## src/rtl/slave_wr_ctrl_pkg.sv

```systemverilog
// Shared definitions for the master-write-bus slave: FSM encoding, address shift, burst-length helpers.
package slave_wr_ctrl_pkg;

  typedef enum logic [1:0] {
    ST_IDLE = 2'd0,
    ST_WAIT = 2'd1,
    ST_ACK  = 2'd2,
    ST_DONE = 2'd3
  } wr_state_e;

  localparam int WORD_SHIFT = 2;
  localparam int BLEN_W     = 8;

  function automatic logic [BLEN_W-1:0] sat_inc(input logic [BLEN_W-1:0] v);
    return (v == '1) ? v : v + 1'b1;
  endfunction

endpackage

```

## src/rtl/slave_wr_ctrl_req_sync.sv

```systemverilog
// Two-flop synchronizer with asynchronous active-high reset; shared by the write and read slaves.
module req_sync (
  input  logic iClk,
  input  logic iRst,
  input  logic async_in,
  output logic sync_out
);

  logic meta_reg;
  logic sync_reg;

  always_ff @(posedge iClk or posedge iRst) begin
    if (iRst) begin
      meta_reg <= 1'b0;
      sync_reg <= 1'b0;
    end else begin
      meta_reg <= async_in;
      sync_reg <= meta_reg;
    end
  end

  assign sync_out = sync_reg;

endmodule

```

## src/rtl/slave_wr_ctrl.sv

```systemverilog
// Write-bus slave: handshakes single and burst beats with programmable wait states and
// replays each accepted beat onto a registered byte-enabled memory write port.
module slave_wr_ctrl
  import slave_wr_ctrl_pkg::*;
#(
  parameter int AW       = 12,
  parameter int DW       = 32,
  parameter int SW       = 4,
  parameter int WAIT_CYC = 0
) (
  input  logic                  iClk,
  input  logic                  iRst,
  input  logic                  iSlvWrReq,
  input  logic                  iSlvWrValid,
  input  logic [AW-1:0]         iSlvWrAddr,
  input  logic [SW-1:0]         iSlvWrSel,
  input  logic                  iSlvWrLast,
  input  logic [DW-1:0]         iSlvWrData,
  output logic                  oSlvWrReady,
  output logic                  oMemWrEn,
  output logic [AW-3:0]         oMemWrAddr,
  output logic [SW-1:0]         oMemWrBe,
  output logic [DW-1:0]         oMemWrData,
  output logic                  oBurstDone,
  output logic [BLEN_W-1:0]     oBurstLen,
  output logic                  oErrAlign,
  output logic                  oErrProto,
  input  logic                  iErrClr
);

  localparam logic [3:0] WAIT_LIM = 4'(WAIT_CYC);

  logic              req_s;
  wr_state_e         state_reg, state_next;
  logic [3:0]        wait_cnt_reg, wait_cnt_next;
  logic [BLEN_W-1:0] beat_cnt_reg, beat_cnt_next;
  logic              accept, burst_end, proto_set;

  req_sync u_req_sync (
    .iClk     (iClk),
    .iRst     (iRst),
    .async_in (iSlvWrReq),
    .sync_out (req_s)
  );

  always_ff @(posedge iClk or posedge iRst) begin
    if (iRst) begin
      state_reg    <= ST_IDLE;
      wait_cnt_reg <= '0;
      beat_cnt_reg <= '0;
    end else begin
      state_reg    <= state_next;
      wait_cnt_reg <= wait_cnt_next;
      beat_cnt_reg <= beat_cnt_next;
    end
  end

  always_comb begin
    state_next    = state_reg;
    wait_cnt_next = wait_cnt_reg;
    beat_cnt_next = beat_cnt_reg;
    accept        = 1'b0;
    burst_end     = 1'b0;
    proto_set     = 1'b0;
    case (state_reg)
      ST_IDLE: begin
        if (req_s) begin
          state_next    = ST_WAIT;
          wait_cnt_next = '0;
          beat_cnt_next = '0;
        end
      end
      ST_WAIT: begin
        // Losing the request mid-burst is a protocol error; the burst is abandoned.
        if (!req_s) begin
          state_next = ST_IDLE;
          proto_set  = 1'b1;
        end else if (iSlvWrValid) begin
          if (wait_cnt_reg == WAIT_LIM) state_next = ST_ACK;
          else                          wait_cnt_next = wait_cnt_reg + 1'b1;
        end
      end
      ST_ACK: begin
        wait_cnt_next = '0;
        if (iSlvWrValid) begin
          accept        = 1'b1;
          beat_cnt_next = sat_inc(beat_cnt_reg);
          if (iSlvWrLast) begin
            state_next = ST_DONE;
            burst_end  = 1'b1;
          end else begin
            state_next = ST_WAIT;
          end
        end else begin
          proto_set  = 1'b1;
          state_next = ST_WAIT;
        end
      end
      ST_DONE: begin
        // Wait for the request to fall so a stale request cannot start a new burst.
        if (!req_s) state_next = ST_IDLE;
      end
      default: state_next = ST_IDLE;
    endcase
  end

  assign oSlvWrReady = (state_reg == ST_ACK);

  always_ff @(posedge iClk or posedge iRst) begin
    if (iRst) begin
      oMemWrEn   <= 1'b0;
      oMemWrAddr <= '0;
      oMemWrBe   <= '0;
      oMemWrData <= '0;
      oBurstDone <= 1'b0;
      oBurstLen  <= '0;
      oErrAlign  <= 1'b0;
      oErrProto  <= 1'b0;
    end else begin
      oMemWrEn   <= accept && (|iSlvWrSel);
      oBurstDone <= burst_end;
      if (accept) begin
        oMemWrAddr <= iSlvWrAddr[AW-1:WORD_SHIFT];
        oMemWrBe   <= iSlvWrSel;
        oMemWrData <= iSlvWrData;
      end
      if (burst_end) oBurstLen <= beat_cnt_next;
      if (iErrClr)                                oErrAlign <= 1'b0;
      else if (accept && (|iSlvWrAddr[1:0]))      oErrAlign <= 1'b1;
      if (iErrClr)        oErrProto <= 1'b0;
      else if (proto_set) oErrProto <= 1'b1;
    end
  end

endmodule
```

## config.mk

```make
export PLATFORM = sky130hd
export DESIGN_NAME = slave_wr_ctrl
export DESIGN_NICKNAME = d
export VERILOG_FILES = /design/src/rtl/slave_wr_ctrl_pkg.sv /design/src/rtl/slave_wr_ctrl_req_sync.sv /design/src/rtl/slave_wr_ctrl.sv
export SDC_FILE = /design/constraint.sdc
export NUM_CORES = 1
export LEC_CHECK = 0
export BUFFER_PORTS_ARGS = -buffer_cell sky130_fd_sc_hd__buf_2
export CORE_MARGIN = 2
export CORE_UTILIZATION = 53
export CTS_CLUSTER_DIAMETER = 40
export CTS_CLUSTER_SIZE = 8
export DETAILED_ROUTE_END_ITERATION = 6
export MAX_ROUTING_LAYER = met4
export PLACE_DENSITY = 0.9
export SLEW_MARGIN = 20
export SYNTH_ARGS = -nofsm -noshare
export SYNTH_HDL_FRONTEND = slang
export SYNTH_HIERARCHICAL = 1
export SYNTH_SLANG_ARGS = --single-unit
```

## constraint.sdc

```tcl
create_clock -name iClk -period 3.15 [get_ports iClk]
set_input_delay 0.315 -clock iClk [delete_from_list [all_inputs] [get_ports iClk]]
set_output_delay 0.315 -clock iClk [all_outputs]
set_load 0.005 [all_outputs]
```

==> reports/results.txt <==
The run finished with clean final reports. The later pin in the worst-skew pair is clocked with a latency of 340 ps. The post-synthesis area per instance was 12.21 sq um; the highest fanout seen on the critical path was 20.

The count of state elements after synthesis came out at 74. Setup repair after global routing left no endpoint under its margin. In this run the horizontal extent of the chip is 81.25 um. Entering global routing, the biggest net connects 55 pins. The highest cell delay on the worst timing path was 600 ps. Required time reported for the critical path endpoint: 3370 ps. The share of flip-flops with an asynchronous set or reset after synthesis was 100.0%. Fill cells in the final layout number 431.

Summed over all instances, the cell type with the most area after synthesis is sky130_fd_sc_hd__dfrtp_1. The cell with the biggest individual delay on the critical path is sky130_fd_sc_hd__ha_1. Final antenna diode count: 0.

The net switching power is 1012 uW. The fraction of power spent switching nets works out to 31.43%. After detailed routing, the number of vias per cell comes to 5.182. Kind of cell with the highest combined delay on the critical path: simple AND/OR/NAND/NOR gates. In this run the biggest area consumer among cell types represents 58.54% of the synthesized area. The tools report the sum of negative setup slack as 0 ps.

The count of cells resized by post-cts repair is 0. The ratio of final minimum period to clock period is 74.92%. The largest registers in the layout are oMemWrData: 32 flops, oMemWrAddr: 10 flops.

The number of nets in the synthesized netlist is 320. The number of DRC markers after the initial detailed-route iteration came out at 266. The run gives 3163 sq um as the synthesized area.

The post-route cell area is 3995 sq um. TritonCTS created 9 clock buffers. After clock tree synthesis, the clock-pin slew on the worst setup and hold paths is 80 ps.

Number of enable flip-flop cells after synthesis: 0. VDD sags by at most 0.0005937 V. The number of clock sinks seen by CTS is 74.

The region available for standard cell placement spans 5851 sq um. The area growth from synthesis to layout works out to 26.31%. Walking the worst path, the cells encountered are inv_1 > ha_1 > mux2i_1 > or4_1 > nor2_2 > o21ai_1. In the final routed layout, each cell accounts on average for 14.02 um. Shortest clock period the worst path allows after layout: 2360 ps. The number of core rows was 28; the synthesized instance count was 259.

Combinational cells account for 32.8% of the total power. The worst hold path belongs to the class primary input to register. At the pin with the least slew margin, the transition time is 883.8 ps. After detailed routing, the number of remaining DRC violations is 0. The maximum operating frequency is 423.8 MHz. The critical path endpoint category was a register. Cell internal power was estimated by the tool at 2208 uW. The tools report the sequential share of power as 46.1%. The run gives 7.816 ps as the worst setup skew after layout.

The share of total power dissipated in the clock network is 21.1%. The worst setup path is of the register to register kind. The flip-flop count of the largest register after layout is 32, and the sequential-to-total area share from yosys stat is 58.54%. Setup violations remaining at the end of the flow were counted as 0.

Dividing total power by cell area gives a power density of 806.1 nW/um^2. The total congestion overflow after global routing came out at 0. The tools report the global routing usage summed across all routing layers as 21.31%. More flip-flops sit in one register than any other, and that register is oMemWrData. The first global-routing pass estimated 10320 um of wire. Total number of H-tree levels: 3.

After synthesis, the cell types taking the most area are sky130_fd_sc_hd__dfrtp_1 (59%), sky130_fd_sc_hd__mux2_2 (14%), sky130_fd_sc_hd__mux2_1 (2.8%), sky130_fd_sc_hd__ha_1 (2.8%), sky130_fd_sc_hd__nor2_1 (2.3%). The root buffer cell is sky130_fd_sc_hd__clkbuf_8. Final-report hold violation count: 0. Prior to clock tree synthesis, the placed netlist has a worst setup slack of 831.3 ps. The main flop type after synthesis was sky130_fd_sc_hd__dfrtp_1. The worst hold margin was 78.67 ps; the port buffer count was 112. Leakage power of the design: 0.002034 uW.

The placed instances occupy a cell area of 3795 sq um. The run gives 2580 ps as the arrival time of the worst setup path. The share of post-route cells with drive strength above 1 was 46.19%.

The number of global-route vias before repair was 2377. The HPWL after detailed placement was 4675 um. The count of nets left with antenna violations once routing finished came out at 0. Instance count after placement with tap cells included: 439.

STA classifies the critical path startpoint as a register. Before antenna repair, the detailed router went through 4 iterations. The run gives 2363 as the total number of vias.

The total buffers and inverters traversed by the critical path is 1, and the final estimated routing congestion in global placement is 0.9130. After detailed routing, the total wire length is 6394 um. The net count of the finished layout is 437.

TritonCTS built the clock tree. The overall die height was 81.25 um; the number of warnings reported in the yosys synthesis log was 6. Max-cap violations in this run came to 0. The initial antenna violation count was 0.

Initial core utilization: 54.06%. The clock passes through at most 2 buffers. After synthesis, the netlist uses 33 different library cells. Measured against its own limit, the worst slew margin works out to 41.01%.

For this design the top-level I/O count stands at 113. The number of max-slew violations in the final report is 0. For the total die area, the log shows 6602 sq um.

Leaving out filler cells and counting taps, the final layout contains 456. In the post-route analysis, the smallest setup slack over all paths is 790.1 ps.
## cell type report
| class | instances | area [sq um] | area share, % |
|---|---|---|---|
| tap | 75 | 93.84 | 2.349 |
| sequential | 74 | 1852 | 46.35 |
| inverter | 12 | 46.29 | 1.159 |
| clock buffer | 11 | 151.4 | 3.790 |
| multi-input combinational | 163 | 1221 | 30.57 |
| timing repair buffer | 116 | 593.1 | 14.84 |
| clock inverter | 5 | 37.54 | 0.9396 |
## layer usage
metal  vias up  share of wire (%)  global-route usage (%)
met4         0                1.6                   9.831
li1       1143                  -                       -
met2        83                 51                   34.71
met3         9                5.6                   4.778
met1      1128                 41                   25.33
met5         -                  0                       -
## cell families (layout without fill, tap and decap cells)
family                     Yosys count  in the layout  share of synthesized area, %
DFF                                 74             74                         58.54
and+or+nand+nor                     57             57                         8.426
muxes                               54             54                         18.99
AOI/OAI and AO/OA                   43             43                         7.793
buffers and inverters               22            144                         2.927
adders and majority gates            7              7                         2.769
xor gates and xnor gates             2              2                        0.5539
## power by group through the flow
stage | Clock (uW) | Combinational, uW | Sequential, uW
final | 679 | 1060 | 1480
after global routing | 752 | 1180 | 1530
after CTS | 702 | 1080 | 1490
after detailed placement | 0 | 1070 | 1500
after global placement | 0 | 1020 | 1480
after floorplan | 0 | 558 | 1520
## through the flow
stage / power (uW) / util, %
finish: 3220 / 68.28
global route: 3460 / 68.28
CTS: 3264 / 68.26
detailed placement: 2573 / 64.86
global placement: 2505 / 64.86
floorplan: 2074 / -
## cell usage in the layout, fill, tap and decap left out, types with 2 or more instances in the layout
| cell | instances |
|---|---|
| sky130_fd_sc_hd__buf_2 | 112 |
| sky130_fd_sc_hd__xor2_1 | 2 |
| sky130_fd_sc_hd__nor2_1 | 19 |
| sky130_fd_sc_hd__mux2i_1 | 6 |
| sky130_fd_sc_hd__o21ai_1 | 7 |
| sky130_fd_sc_hd__clkbuf_8 | 11 |
| sky130_fd_sc_hd__clkinvlp_4 | 2 |
| sky130_fd_sc_hd__o21ai_0 | 11 |
| sky130_fd_sc_hd__dfrtp_1 | 74 |
| sky130_fd_sc_hd__a21oi_1 | 13 |
| sky130_fd_sc_hd__inv_1 | 10 |
| sky130_fd_sc_hd__nand2_1 | 14 |
| sky130_fd_sc_hd__ha_1 | 7 |
| sky130_fd_sc_hd__buf_4 | 3 |
| sky130_fd_sc_hd__and3_1 | 3 |
| sky130_fd_sc_hd__nand3_1 | 9 |
| sky130_fd_sc_hd__or4_1 | 2 |
| sky130_fd_sc_hd__mux2_2 | 40 |
| sky130_fd_sc_hd__a31oi_1 | 5 |
| sky130_fd_sc_hd__clkinv_2 | 2 |
| sky130_fd_sc_hd__mux2_1 | 8 |
| sky130_fd_sc_hd__nand4_1 | 3 |
## synthesized netlist by cell type, drive strengths merged (2+ instances only)
master,instances
or4,2
nand4,3
a21oi,13
o21ai,18
mux2,48
buf,8
mux2i,6
dfrtp,74
a31oi,5
inv,12
nand2,15
nor2,20
ha,7
clkbuf,2
nand3,9
and3,3
xor2,2
a211oi,2
## path summary, 6_finish.rpt
kind / depth (start not counted) / startpoint / slack, ps / end
setup / recovery: 6 / state_reg[0] / 790 / oBurstLen[7]
hold / removal: 1 / iSlvWrReq / 80 / u_req_sync/meta_reg
setup reg to reg: 6 / state_reg[0] / 790 / oBurstLen[7]
hold reg to reg: 0 / u_req_sync/meta_reg / 360 / u_req_sync/sync_out
max in group asynchronous: 4 / iRst / 1750 / oMemWrBe[2]
min in group asynchronous: 3 / iRst / 410 / u_req_sync/meta_reg
## worst register-to-register path: cells and delay by family (launching register included)
kind            cells  cell delay (ps)
compound gates      1               80
fa+ha+maj           1              600
buf+inv             1              110
flops               1              400
mux                 1              350
simple gates        2              720
## what timing repair did
action,4_1_cts,5_1_grt
buffers inserted,0,0
endpoints found under the hold margin,2,0
hold buffers,1,0
No activity file was read; power rests on OpenSTA's default activity.
